### config.mk
export PLATFORM = sky130hd
export DESIGN_NAME = logic_pipe
export DESIGN_NICKNAME = d
export VERILOG_FILES = /design/src/rtl/logic_pipe.sv
export SDC_FILE = /design/constraint.sdc
export NUM_CORES = 1
export LEC_CHECK = 0
export ABC_CLOCK_PERIOD_IN_PS = 8700
export CAP_MARGIN = 20
export CORE_MARGIN = 4
export CORE_UTILIZATION = 47
export CTS_BUF_LIST = sky130_fd_sc_hd__clkbuf_4 sky130_fd_sc_hd__clkbuf_8 sky130_fd_sc_hd__clkbuf_16
export CTS_CLUSTER_SIZE = 12
export DETAILED_ROUTE_END_ITERATION = 16
export DONT_BUFFER_PORTS = 1
export GPL_TIMING_DRIVEN = 0
export PLACE_DENSITY_LB_ADDON = 0.12
export SYNTH_ARGS = -nofsm -noshare
export SYNTH_HDL_FRONTEND = slang
export SYNTH_SLANG_ARGS = --single-unit
### constraint.sdc
create_clock -name clk -period 8.7 [get_ports clk]
set_input_delay 1.74 -clock clk [delete_from_list [all_inputs] [get_ports clk]]
set_output_delay 1.74 -clock clk [all_outputs]
set_load 0.01 [all_outputs]
### src/rtl/logic_pipe.sv
// logic_pipe: two-stage valid/ready pipeline computing a bitwise function of
// two operands. In chained mode the previous result (ACC) replaces operand A.
// Flags {neg, ones, zero} are derived combinationally from the S2 result.
module logic_pipe #(
  parameter int unsigned WIDTH    = 32,
  parameter bit          CHAIN_EN = 1'b1
) (
  input  logic             clk,
  input  logic             reset,
  input  logic             in_valid,
  output logic             in_ready,
  input  logic [WIDTH-1:0] a,
  input  logic [WIDTH-1:0] b,
  input  logic [3:0]       op,
  output logic             out_valid,
  input  logic             out_ready,
  output logic [WIDTH-1:0] out,
  output logic [2:0]       flags
);

  typedef enum logic [2:0] {
    OP_AND   = 3'd0,
    OP_OR    = 3'd1,
    OP_NOR   = 3'd2,
    OP_XOR   = 3'd3,
    OP_NAND  = 3'd4,
    OP_XNOR  = 3'd5,
    OP_ANDN  = 3'd6,
    OP_PASSA = 3'd7
  } op_e;

  logic             s1_valid_q, s1_valid_d;
  logic [WIDTH-1:0] s1_a_q, s1_a_d;
  logic [WIDTH-1:0] s1_b_q, s1_b_d;
  logic [3:0]       s1_op_q, s1_op_d;
  logic             s2_valid_q, s2_valid_d;
  logic [WIDTH-1:0] out_q, out_d;
  logic [WIDTH-1:0] acc_q, acc_d;

  logic             s1_adv;
  logic             accept;
  logic [WIDTH-1:0] result;

  // Handshake: S1 may advance when S2 is empty or draining this cycle
  always_comb begin
    s1_adv   = s1_valid_q && (!s2_valid_q || out_ready);
    in_ready = !s1_valid_q || s1_adv;
    accept   = in_valid && in_ready;
  end

  // Bitwise function of S1 contents, with ACC replacing A in chained mode
  always_comb begin
    logic [WIDTH-1:0] opa;
    op_e              fn;
    opa = (CHAIN_EN && s1_op_q[3]) ? acc_q : s1_a_q;
    fn  = op_e'(s1_op_q[2:0]);
    result = '0;
    case (fn)
      OP_AND:   result = opa & s1_b_q;
      OP_OR:    result = opa | s1_b_q;
      OP_NOR:   result = ~(opa | s1_b_q);
      OP_XOR:   result = opa ^ s1_b_q;
      OP_NAND:  result = ~(opa & s1_b_q);
      OP_XNOR:  result = ~(opa ^ s1_b_q);
      OP_ANDN:  result = opa & ~s1_b_q;
      OP_PASSA: result = opa;
      default:  result = opa;
    endcase
  end

  // Next-state: capture input into S1, move S1 into S2 (and ACC), drain S2
  always_comb begin
    s1_valid_d = s1_valid_q;
    s1_a_d     = s1_a_q;
    s1_b_d     = s1_b_q;
    s1_op_d    = s1_op_q;
    s2_valid_d = s2_valid_q;
    out_d      = out_q;
    acc_d      = acc_q;

    if (accept) begin
      s1_valid_d = 1'b1;
      s1_a_d     = a;
      s1_b_d     = b;
      s1_op_d    = op;
    end else if (s1_adv) begin
      s1_valid_d = 1'b0;
    end

    if (s1_adv) begin
      s2_valid_d = 1'b1;
      out_d      = result;
      acc_d      = result;
    end else if (s2_valid_q && out_ready) begin
      s2_valid_d = 1'b0;
    end
  end

  // State registers with asynchronous clear
  always_ff @(posedge clk or posedge reset) begin
    if (reset) begin
      s1_valid_q <= 1'b0;
      s1_a_q     <= '0;
      s1_b_q     <= '0;
      s1_op_q    <= '0;
      s2_valid_q <= 1'b0;
      out_q      <= '0;
      acc_q      <= '0;
    end else begin
      s1_valid_q <= s1_valid_d;
      s1_a_q     <= s1_a_d;
      s1_b_q     <= s1_b_d;
      s1_op_q    <= s1_op_d;
      s2_valid_q <= s2_valid_d;
      out_q      <= out_d;
      acc_q      <= acc_d;
    end
  end

  // Outputs and flags follow the S2 register directly
  always_comb begin
    out_valid = s2_valid_q;
    out       = out_q;
    flags     = {out_q[WIDTH-1], &out_q, ~|out_q};
  end

endmodule
=== Word level (Yosys, flattened, before mapping) ===
Index checks and enable logic that the tools add are counted.

* Logic and storage cells: 40
* Memories: 0
* Bits in registers: 102
* Bits in writable memories: 0
* Memory bits (read-only): 0
* Bits of input ports: 72
* Bits in latches: 0

* Muxes and demuxes: 6
* Reduce and logical (&&, ||, !) cells: 13
* Multiply operators: 0
* Add/subtract/negate cells: 0
* Eq/ne operators: 7
* Bitwise operators: 8
* Order comparisons: 0
* Shift-type cells: 0
* Div/mod/pow operators: 0

{| class="wikitable"
|+ Operators with widths
! operator !! number
|-
| $pmux 32 s8 || 1
|-
| $not 32->32 || 4
|-
| $and 32x32->32 || 2
|-
| $mux 32 || 1
|-
| $or 32x32->32 || 1
|-
| $reduce_and 32->1 || 1
|-
| $reduce_or 32->1 || 1
|-
| $xor 32x32->32 || 1
|-
| $eq 3x3->1 const B || 4
|-
| $eq 3x2->1 const B || 2
|-
| $mux 1 || 4
|-
| $reduce_bool 2->1 || 2
|-
| $eq 3x1->1 const B || 1
|-
| $logic_and 1x1->1 || 3
|-
| $logic_not 1->1 || 3
|-
| $logic_not 3->1 || 1
|-
| $logic_or 1x1->1 || 2
|}

=== Longest topological paths before layout ===
Gate-level depths: netlist of the first run.

* Depth after elaboration: 6
* Gate-level depth with buffers: 9

=== Least setup slack after synthesis of the first run ===
Ideal clock, no wire load.

* Kind: input to output
* Start: input port out_ready
* End: output port in_ready
* Stages on the path: 1
* Arrival time: 1.954 ns
* Buffers on the path: 0
* Path slack: 5.006 ns
* Cell sequence: nand3b_1

* Longest elaborated chain between the ends: 3

{| class="wikitable"
|+ Ends and longest elaborated chain
! element !! RTL line !! source
|-
| start, declared || 16 || <nowiki>input logic out_ready,</nowiki>
|-
| $logic_or 1x1->1 || 46 || <nowiki>s1_adv = s1_valid_q && (!s2_valid_q || out_ready);</nowiki>
|-
| $logic_and 1x1->1 || 46 ||
|-
| $logic_or 1x1->1 || 47 || <nowiki>in_ready = !s1_valid_q || s1_adv;</nowiki>
|-
| end, declared || 11 || <nowiki>output logic in_ready,</nowiki>
|}

Every way passes these cells.

=== Final worst setup path of the first run ===
Ends and elaborated chain as after synthesis.

==> results of run 1 <==
## metrics by stage
step	worst slack, ps	power (mW)	instance area, um^2	utilization	cells
after floorplan	4280	1.35	7800	-	785
after global placement	3050	1.54	8070	0.503	1001
after detailed placement	4970	1.59	8100	0.505	1002
after CTS	4970	2.06	8430	0.525	1018
after global routing	4960	2.18	8430	0.525	1018
final	4970	2.05	8430	0.525	1019
## final timing paths
check	start	to	cells after the start
min reg2reg	s1_a_q[28]$_DFFE_PP0P_	s1_a_q[28]$_DFFE_PP0P_	1
min in group asynchronous	reset	s1_a_q[26]$_DFFE_PP0P_	1
min	s1_a_q[28]$_DFFE_PP0P_	s1_a_q[28]$_DFFE_PP0P_	1
max reg2reg	s1_op_q[3]$_DFFE_PP0P_	out[23]$_DFFE_PP0P_	8
max in group asynchronous	reset	s1_a_q[0]$_DFFE_PP0P_	2
max	out_ready	in_ready	1
## flip-flops by register name, summed over array words and instances (netlist names)
signal	count
out	32
s1_a_q	32
s1_b_q	32
s1_op_q	4
out_valid	1
s1_valid_q	1
## kinds of logic (layout without fill, tap and decap cells)
| logic type | count (synthesis) | in the layout | share of synthesized area |
|---|---|---|---|
| simple gates | 148 | 148 | 0.104 |
| compound gates | 196 | 196 | 0.169 |
| mux | 114 | 114 | 0.166 |
| xor+xnor | 1 | 1 | 0.00112 |
| other cells | 0 | 1 | 0 |
| fa+ha+maj | 96 | 96 | 0.154 |
| buf+inv | 128 | 145 | 0.0787 |
| flops | 102 | 102 | 0.327 |
## layer usage
layer / up-vias / share of wire / track usage
met3: 48 / 0.062 / 0.0548
met5: - / 0 / 0
li1: 2844 / - / -
met2: 233 / 0.50 / 0.433
met1: 3181 / 0.41 / 0.317
met4: 0 / 0.032 / 0.116
## power by group through the flow
stage	registers (mW)	logic [mW]	clock network [mW]
finish	0.767	0.827	0.455
global placement	0.773	0.770	0
CTS	0.768	0.819	0.469
global route	0.783	0.917	0.481
detailed placement	0.777	0.814	0
floorplan	0.710	0.637	0
## final cells by class
| type | instances | area share |
|---|---|---|
| clock inverters | 5 | 0.00964 |
| diodes | 1 | 0.000297 |
| inverters | 68 | 0.0306 |
| well taps | 216 | 0.0320 |
| clock buffers | 11 | 0.0292 |
| plain buffers | 60 | 0.0426 |
| multi-input cells | 555 | 0.550 |
| flip-flops and latches | 102 | 0.303 |
| repair buffers | 1 | 0.00326 |
## cell usage after synthesis (all sizes together) (2+ instances only)
cell / count / area, um^2
nand2: 18 / 70.1
buf: 41 / 284
mux2: 69 / 777
nand3b: 19 / 143
o22ai: 32 / 200
nor4: 8 / 50.1
clkbuf: 19 / 75.1
nand4: 10 / 62.6
ha: 96 / 1200
o21ai: 35 / 175
or4: 2 / 15.0
dfrtp: 102 / 2550
mux2i: 45 / 519
nor2b: 17 / 106
inv: 67 / 251
and2: 2 / 12.5
nand2b: 22 / 140
a211oi: 48 / 365
o211a: 17 / 170
o211ai: 25 / 188
a21oi: 31 / 155
nor3: 15 / 75.1
nor2: 33 / 124
## placed cells by master (no fill, tap or decap), types with 2 or more instances in the layout
cell and instances:
nand2_1 17, clkbuf_16 9, nand2b_1 21, nor3_1 15, bufinv_16 2, nand4_1 10
buf_6 3, o211a_1 17, or4_1 2, o22ai_1 32, ha_1 96, o211ai_1 25
a21oi_1 31, mux2i_2 15, dfrtp_1 102, clkbuf_4 2, buf_4 8, mux2_2 69
clkbuf_1 18, buf_12 2, mux2i_1 29, buf_2 27, nor2b_1 17, and2_1 2
nor2_1 33, nand3b_1 19, inv_1 65, nor4_1 8, o21ai_0 35, a211oi_1 47
==> impl_metrics.toml, run 1 <==
[outcome]
status = "complete, no violations"

[floorplanning]
start_util = 0.486
pin_count = 109
die_h_um = 137
core_area_um2 = 16100
die_w_um = 137
die_area_um2 = 18700
rows = 46

[timing]
period_share = 0.428
setup_viol = 0
tightestPinTransition_ps = 696
finalHoldViolCount = 0
fin_crit_ps = 3730
grt_setup_unrepaired = "no"
finalMaxSlewViolations = 0
max_freq_ghz = 0.268
tns_ps = 0
slew_headroom = 0.536
hold_ws_ps = 507
finClkSkew_ps = 8.86

[drt]
vias = 6306
drc = 0
ant_nets = 0
drt_iter0_drc = 416
drt_pre_antenna_iters = 5
vias_per_cell = 6.19
post_drt_wl_per_cell_um = 22.9
routed_wl_um = 23300

[grt]
antenna_found_initial = 0
grt_pass1_wl_um = 36600
grt_pass1_vias = 6752
grtUsageTotal = 0.257
grt_max_degree = 53
grt_overflow = 0

[yosys]
ys_seq_area_frac = 0.327
synth_edf_count = 0
syn_nets = 953
syn_area_per_cell_um2 = 9.94
synthesis.area_um2 = 7800
synth_cells = 785
ys_ff_latch = 102
yosys_warnings = 0
async_flop_share = 1.00
synth_cell_types = 46
ys.flop_type = "dfrtp_1"

[critical_path]
cp_data_arrival_time_ps = 1990
cp_top_family = "simple AND/OR/NAND/NOR gates"
end_kind = "output port"
cp.buffers_inverters = 0
rrSetupSlack_ps = 6700
path_max_fanout = 3
path_class = "in2out"
worstPathCellList = "nand3b_1"
slowest_stage = "nand3b_1"
cpPeakStageDelay_ps = 250
required_ps = 6960
startpoint_type = "primary input"

[clocking]
hold_buffers = 0
clockRootBuffer = "clkbuf_16"
cts_tree = "done"
cts_buffers = 9
cts_resized = 0
post_cts_buffers = 0
clkTransAtPathRegs_ps = 70
clock_path_buffers = 2
clk_latency_ps = 360
clock-sinks = 102
htree_num_levels = 3

[layout]
drive_above_1_share = 0.187
nets = 965
seqCellArea_um2 = 2550
multi_input_area_um2 = 4640
fillers = 1451
areaGrowthSynthToFinish_pct = 8.08

[power_and_ir_drop]
pwr-share-comb = 0.404
clock_power_share = 0.222
p_sw_mw = 0.842
intPower_mw = 1.21
powerDensity_nw_per_um2 = 243
peakVddDrop_uv = 119
power.static_leakage_nw = 3.84
p_sw_frac = 0.411
p_seq_frac = 0.374

[run]
max-cap-violations = 0

[place]
globalplace.congestion = 0.902
placement.io_buffers = 0
hpwl_um = 16900

[min_path]
hold_path_class = "reg2reg"
No activity file was read; power rests on OpenSTA's default activity.
==> run 2, diff against run 1 <==
--- a/config.mk
+++ b/config.mk
@@ -5,7 +5,7 @@
 export SDC_FILE = /design/constraint.sdc
 export NUM_CORES = 1
 export LEC_CHECK = 0
-export ABC_CLOCK_PERIOD_IN_PS = 8700
+export ABC_CLOCK_PERIOD_IN_PS = 3100
 export CAP_MARGIN = 20
 export CORE_MARGIN = 4
 export CORE_UTILIZATION = 47
==> constraint.sdc (replaced) <==
create_clock -name clk -period 3.1 [get_ports clk]
set_input_delay 0.62 -clock clk [delete_from_list [all_inputs] [get_ports clk]]
set_output_delay 0.62 -clock clk [all_outputs]
set_load 0.01 [all_outputs]
==> run 2 against run 1 <==
  * Via count fell by 0.78%
  * Design area fell by 0.28%
  * Sequential cell count did not move
  * Clock power rose to 2.5 times the previous value
  * Sequential share of layout area rose by 0.086 points
  * Combinational power rose to 2.8 times the previous value
  * Count of clock-buffer cells in the layout fell by 1
  * Clock skew rose by 3.3 ps
  * Setup slack got worse by 4500 ps
==> impl_metrics.toml, run 2 (synthesized netlist as in run 1, its figures left out) <==
[outcome]
status = "complete, no violations"

[place]
globalplace.congestion = 0.860
hpwl_um = 17000
dp_slack_ps = 921
placed_cell_area_um2 = 8120
placement.io_buffers = 0

[clocking]
clockRootBuffer = "clkbuf_16"
htree_num_levels = 3
hold_buffers = 0
clock-sinks = 102
cts_buffers = 9
clkTransAtPathRegs_ps = 70
clock_path_buffers = 2
cts_tree = "done"
post_cts_buffers = 0
cts_resized = 0
clk_latency_ps = 370

[grt]
antenna_found_initial = 2
grt_pass1_vias = 6585
grtUsageTotal = 0.251
grt_overflow = 0
grt_max_degree = 41
grt_pass1_wl_um = 35800

[drt]
routed_wl_um = 23400
vias_per_cell = 6.14
post_drt_wl_per_cell_um = 23.0
drt_iter0_drc = 512
vias = 6257
ant_nets = 0
drt_pre_antenna_iters = 6
drc = 0

[power_and_ir_drop]
peakVddDrop_uv = 339
powerDensity_nw_per_um2 = 669
power.static_leakage_nw = 3.83

[floorplanning]
core_area_um2 = 16100
die_area_um2 = 18700
die_w_um = 137
rows = 46
pin_count = 109
start_util = 0.486
die_h_um = 137

[layout]
areaGrowthSynthToFinish_pct = 7.78
multi_input_area_um2 = 4640
seqCellArea_um2 = 2550
post-route-util = 0.524
fillers = 1452
final_common_cell = "dfrtp_1"
mostFrequentLayoutCells = "102 x dfrtp_1, 96 x ha_1, 69 x mux2_2, 65 x inv_1, 47 x a211oi_1"
nets = 966
design_area_um2 = 8410
drive_above_1_share = 0.186

[critical_path]
crit_start = "out[12]$_DFFE_PP0P_"
r2r_end = "out[25]$_DFFE_PP0P_"
required_ps = 2480
r2r-start = "s1_op_q[3]$_DFFE_PP0P_"
rrSetupSlack_ps = 1100
path_max_fanout = 5
end_kind = "output port"
cp_data_arrival_time_ps = 1970
path_class = "reg2out"
rr_worst_depth = 8
startpoint_type = "register"

[run]
max-cap-violations = 0

[timing]
setup_viol = 0
finClkSkew_ps = 12.1
fin_crit_ps = 2590
period_share = 0.835
slew_headroom = 0.512
hold_ws_ps = 237
fin_ws_ps = 512
max_freq_ghz = 0.386
finalHoldViolCount = 0
tightestPinTransition_ps = 731
finalMaxSlewViolations = 0
grt_setup_unrepaired = "no"
tns_ps = 0

[min_path]
hold_path_class = "in2async"
-- run 2: cell count changes in the layout (fill, tap and decap cells not counted), sizes merged --
cell	previous run	this run
clkinv	2	4
buf	42	43
diode	1	2
bufinv	2	1
clkbuf	30	29
inv	68	66
-- run 2: power breakdown --
group | internal [mW] | switching [mW] | total (mW)
registers | 1.63 | 0.529 | 2.15
clock network | 0.638 | 0.513 | 1.15
logic | 1.02 | 1.30 | 2.33
total | 3.29 | 2.34 | 5.63
-- run 2: worst max path at each step --
stage                                   endpoint  cells after the start
after CTS                               flags[1]                      3
after global routing                    flags[1]                      3
after floorplan                         flags[1]                      3
after detailed placement                flags[1]                      3
after global placement    s1_b_q[11]$_DFFE_PP0P_                      1
final                                   flags[0]                      3
-- run 2: per-stage QoR --
step / power, mW / std cells
finish: 5.63 / 1019
floorplan: 3.78 / 785
detailed placement: 4.47 / 1003
CTS: 5.64 / 1017
global route: 5.99 / 1018
global placement: 4.33 / 1001
-- run 2: critical path, cell delays in order (launching register included) --
cell	delay, ps
dfrtp_1	490
nor4_1	540
nand4_1	290
nor2_1	280
-- run 2: per-layer routing --
metal,GRT usage,part of all wire,vias to the layer above
met5,0,0.00030,-
met4,0.0843,0.026,2
met3,0.0636,0.067,46
met2,0.426,0.49,233
met1,0.312,0.41,3135
li1,-,-,2841
-- run 2: cell type report --
cell class,instances,share of cell area
buffer,60,0.0427
timing repair buffer,2,0.00476
multi-input combinational,555,0.551
clock buffer,10,0.0284
antenna,2,0.000595
inverter,68,0.0308
tap,216,0.0321
clock inverter,4,0.00580
sequential,102,0.303
==> run 3, diff against run 2 <==
--- a/config.mk
+++ b/config.mk
@@ -5,7 +5,7 @@
 export SDC_FILE = /design/constraint.sdc
 export NUM_CORES = 1
 export LEC_CHECK = 0
-export ABC_CLOCK_PERIOD_IN_PS = 3100
+export ABC_CLOCK_PERIOD_IN_PS = 2080
 export CAP_MARGIN = 20
 export CORE_MARGIN = 4
 export CORE_UTILIZATION = 47
==> constraint.sdc (replaced) <==
create_clock -name clk -period 2.08 [get_ports clk]
set_input_delay 0.416 -clock clk [delete_from_list [all_inputs] [get_ports clk]]
set_output_delay 0.416 -clock clk [all_outputs]
set_load 0.01 [all_outputs]
==> run 3 against run 2 <==
  * The flow now finishes with violations (setup timing)
  * Worst hold slack got worse by 200 ps
  * Final cell count unchanged
  * Non-clock buffer count unchanged
  * Via count is 0.40% lower
  * Register-to-register slack got worse by 1000 ps
  * Wire length rose by 0.35%
  * Clock power is 50% higher
  * Sequential power up 54%
  * Setup slack lost 550 ps
  * Critical path type unchanged
  * Largest cell class unchanged
  * Largest power group unchanged
==> impl_metrics.toml, run 3 (synthesized netlist as in run 1, its figures left out) <==
[timing]
finalHoldViolCount = 0
fin_crit_ps = 2120
tightestPinTransition_ps = 728
tns_ps = -42.6
slew_headroom = 0.514
finalMaxSlewViolations = 0
fin_ws_ps = -41.9
period_share = 1.02
setup_viol = 2
max_freq_ghz = 0.471
grt_setup_unrepaired = "yes"
finClkSkew_ps = 11.9

[floorplanning]
die_w_um = 137
core_area_um2 = 16100
die_h_um = 137
die_area_um2 = 18700
pin_count = 109
rows = 46
start_util = 0.486

[clocking]
clk_latency_ps = 360
cts_buffers = 9
hold_buffers = 0
htree_num_levels = 3
clock-sinks = 102
clock_path_buffers = 2
clockRootBuffer = "clkbuf_16"
clkTransAtPathRegs_ps = 70
cts_tree = "done"
post_cts_buffers = 0

[drt]
vias_per_cell = 6.12
post_drt_wl_per_cell_um = 23.0
vias = 6232
drt_pre_antenna_iters = 5
drc = 0
ant_nets = 0
routed_wl_um = 23500
drt_iter0_drc = 427

[place]
dp_slack_ps = 93.1
hpwl_um = 17000
globalplace.congestion = 0.860
dp_cells = 1003
placed_cell_area_um2 = 8120
placement.io_buffers = 0

[layout]
areaGrowthSynthToFinish_pct = 9.30
drive_above_1_share = 0.236
final_common_cell = "ha_1"
fillers = 1434
instances_no_fill = 1019
post-route-util = 0.531
design_area_um2 = 8530
mostFrequentLayoutCells = "96 x ha_1, 74 x dfrtp_1, 69 x mux2_2, 65 x inv_1, 47 x a211oi_1"
nets = 966

[grt]
antenna_found_initial = 2
grtUsageTotal = 0.252
grt_max_degree = 41
grt_overflow = 0
grt_pass1_wl_um = 35900
grt_pass1_vias = 6633

[critical_path]
cp_data_arrival_time_ps = 1710
path_class = "reg2out"
rrSetupSlack_ps = 100
startpoint_type = "register"
end_kind = "output port"
required_ps = 1660
path_max_fanout = 5

[min_path]
hold_path_class = "in2async"

[outcome]
violations = "setup timing"
status = "finished with violations"

[run]
max-cap-violations = 0

[power_and_ir_drop]
powerDensity_nw_per_um2 = 1000
pwr-share-comb = 0.410
peakVddDrop_uv = 540
p_seq_frac = 0.389
intPower_mw = 4.98
power.static_leakage_nw = 3.80
p_sw_mw = 3.57
clock_power_share = 0.201
p_sw_frac = 0.417
## run 3: cell counts in the layout (fill, tap and decap cells not counted)
Identical to the previous run, type by type.
## run 3: area by class of cell
class	instances	area, um^2	share of cell area
buffer	60	359	0.0421
sequential	102	2590	0.303
multi-input combinational	555	4720	0.553
clock inverter	4	48.8	0.00572
inverter	68	259	0.0304
timing repair buffer	2	40.0	0.00469
antenna	2	5.00	0.000587
tap	216	270	0.0317
clock buffer	10	239	0.0280
## run 3: metrics by stage
stage	total power [mW]	hold slack, ps
after global placement	6.45	486
after global routing	9.08	66.5
final	8.55	33.0
after floorplan	5.64	475
after detailed placement	6.66	436
after CTS	8.51	44.8
## run 3: power by group through the flow
stage | Combinational [mW] | Sequential (mW) | Clock (mW)
final | 3.50 | 3.32 | 1.72
after global routing | 3.87 | 3.38 | 1.83
after CTS | 3.44 | 3.30 | 1.76
after detailed placement | 3.41 | 3.26 | 0
after global placement | 3.22 | 3.23 | 0
after floorplan | 2.67 | 2.97 | 0
## run 3: worst paths after layout
kind	endpoint	depth (start not counted)	start
worst max-delay path	flags[1]	3	out[24]$_DFFE_PP0P_
worst min-delay path	s1_a_q[23]$_DFFE_PP0P_	1	reset
worst max register to register	out[0]$_DFFE_PP0P_	8	s1_op_q[3]$_DFFE_PP0P_
worst min register to register	s1_a_q[1]$_DFFE_PP0P_	1	s1_a_q[1]$_DFFE_PP0P_
max in group asynchronous	out[9]$_DFFE_PP0P_	2	reset
min in group clk	s1_valid_q$_DFFE_PP0P_	1	in_valid
## run 3: timing repair
action                     in CTS  in global routing
setup endpoints to repair       2                  7
resized for setup              36                  8
pin swaps                       6                  2
## run 3: routing by layer
metal | wire length (um) | part of all wire | global-route usage | vias up
met5 | 7 | 0.00030 | 0 | -
met4 | 611 | 0.026 | 0.0876 | 2
met3 | 1680 | 0.071 | 0.0680 | 47
met2 | 11500 | 0.49 | 0.426 | 234
met1 | 9720 | 0.41 | 0.310 | 3108
li1 | - | - | - | 2841
## run 3: worst max-delay path, cell delays in order (launching register included)
cell	delay [ps]
dfrtp_1	530
nand4_1	170
or4_1	480
nor2_4	150
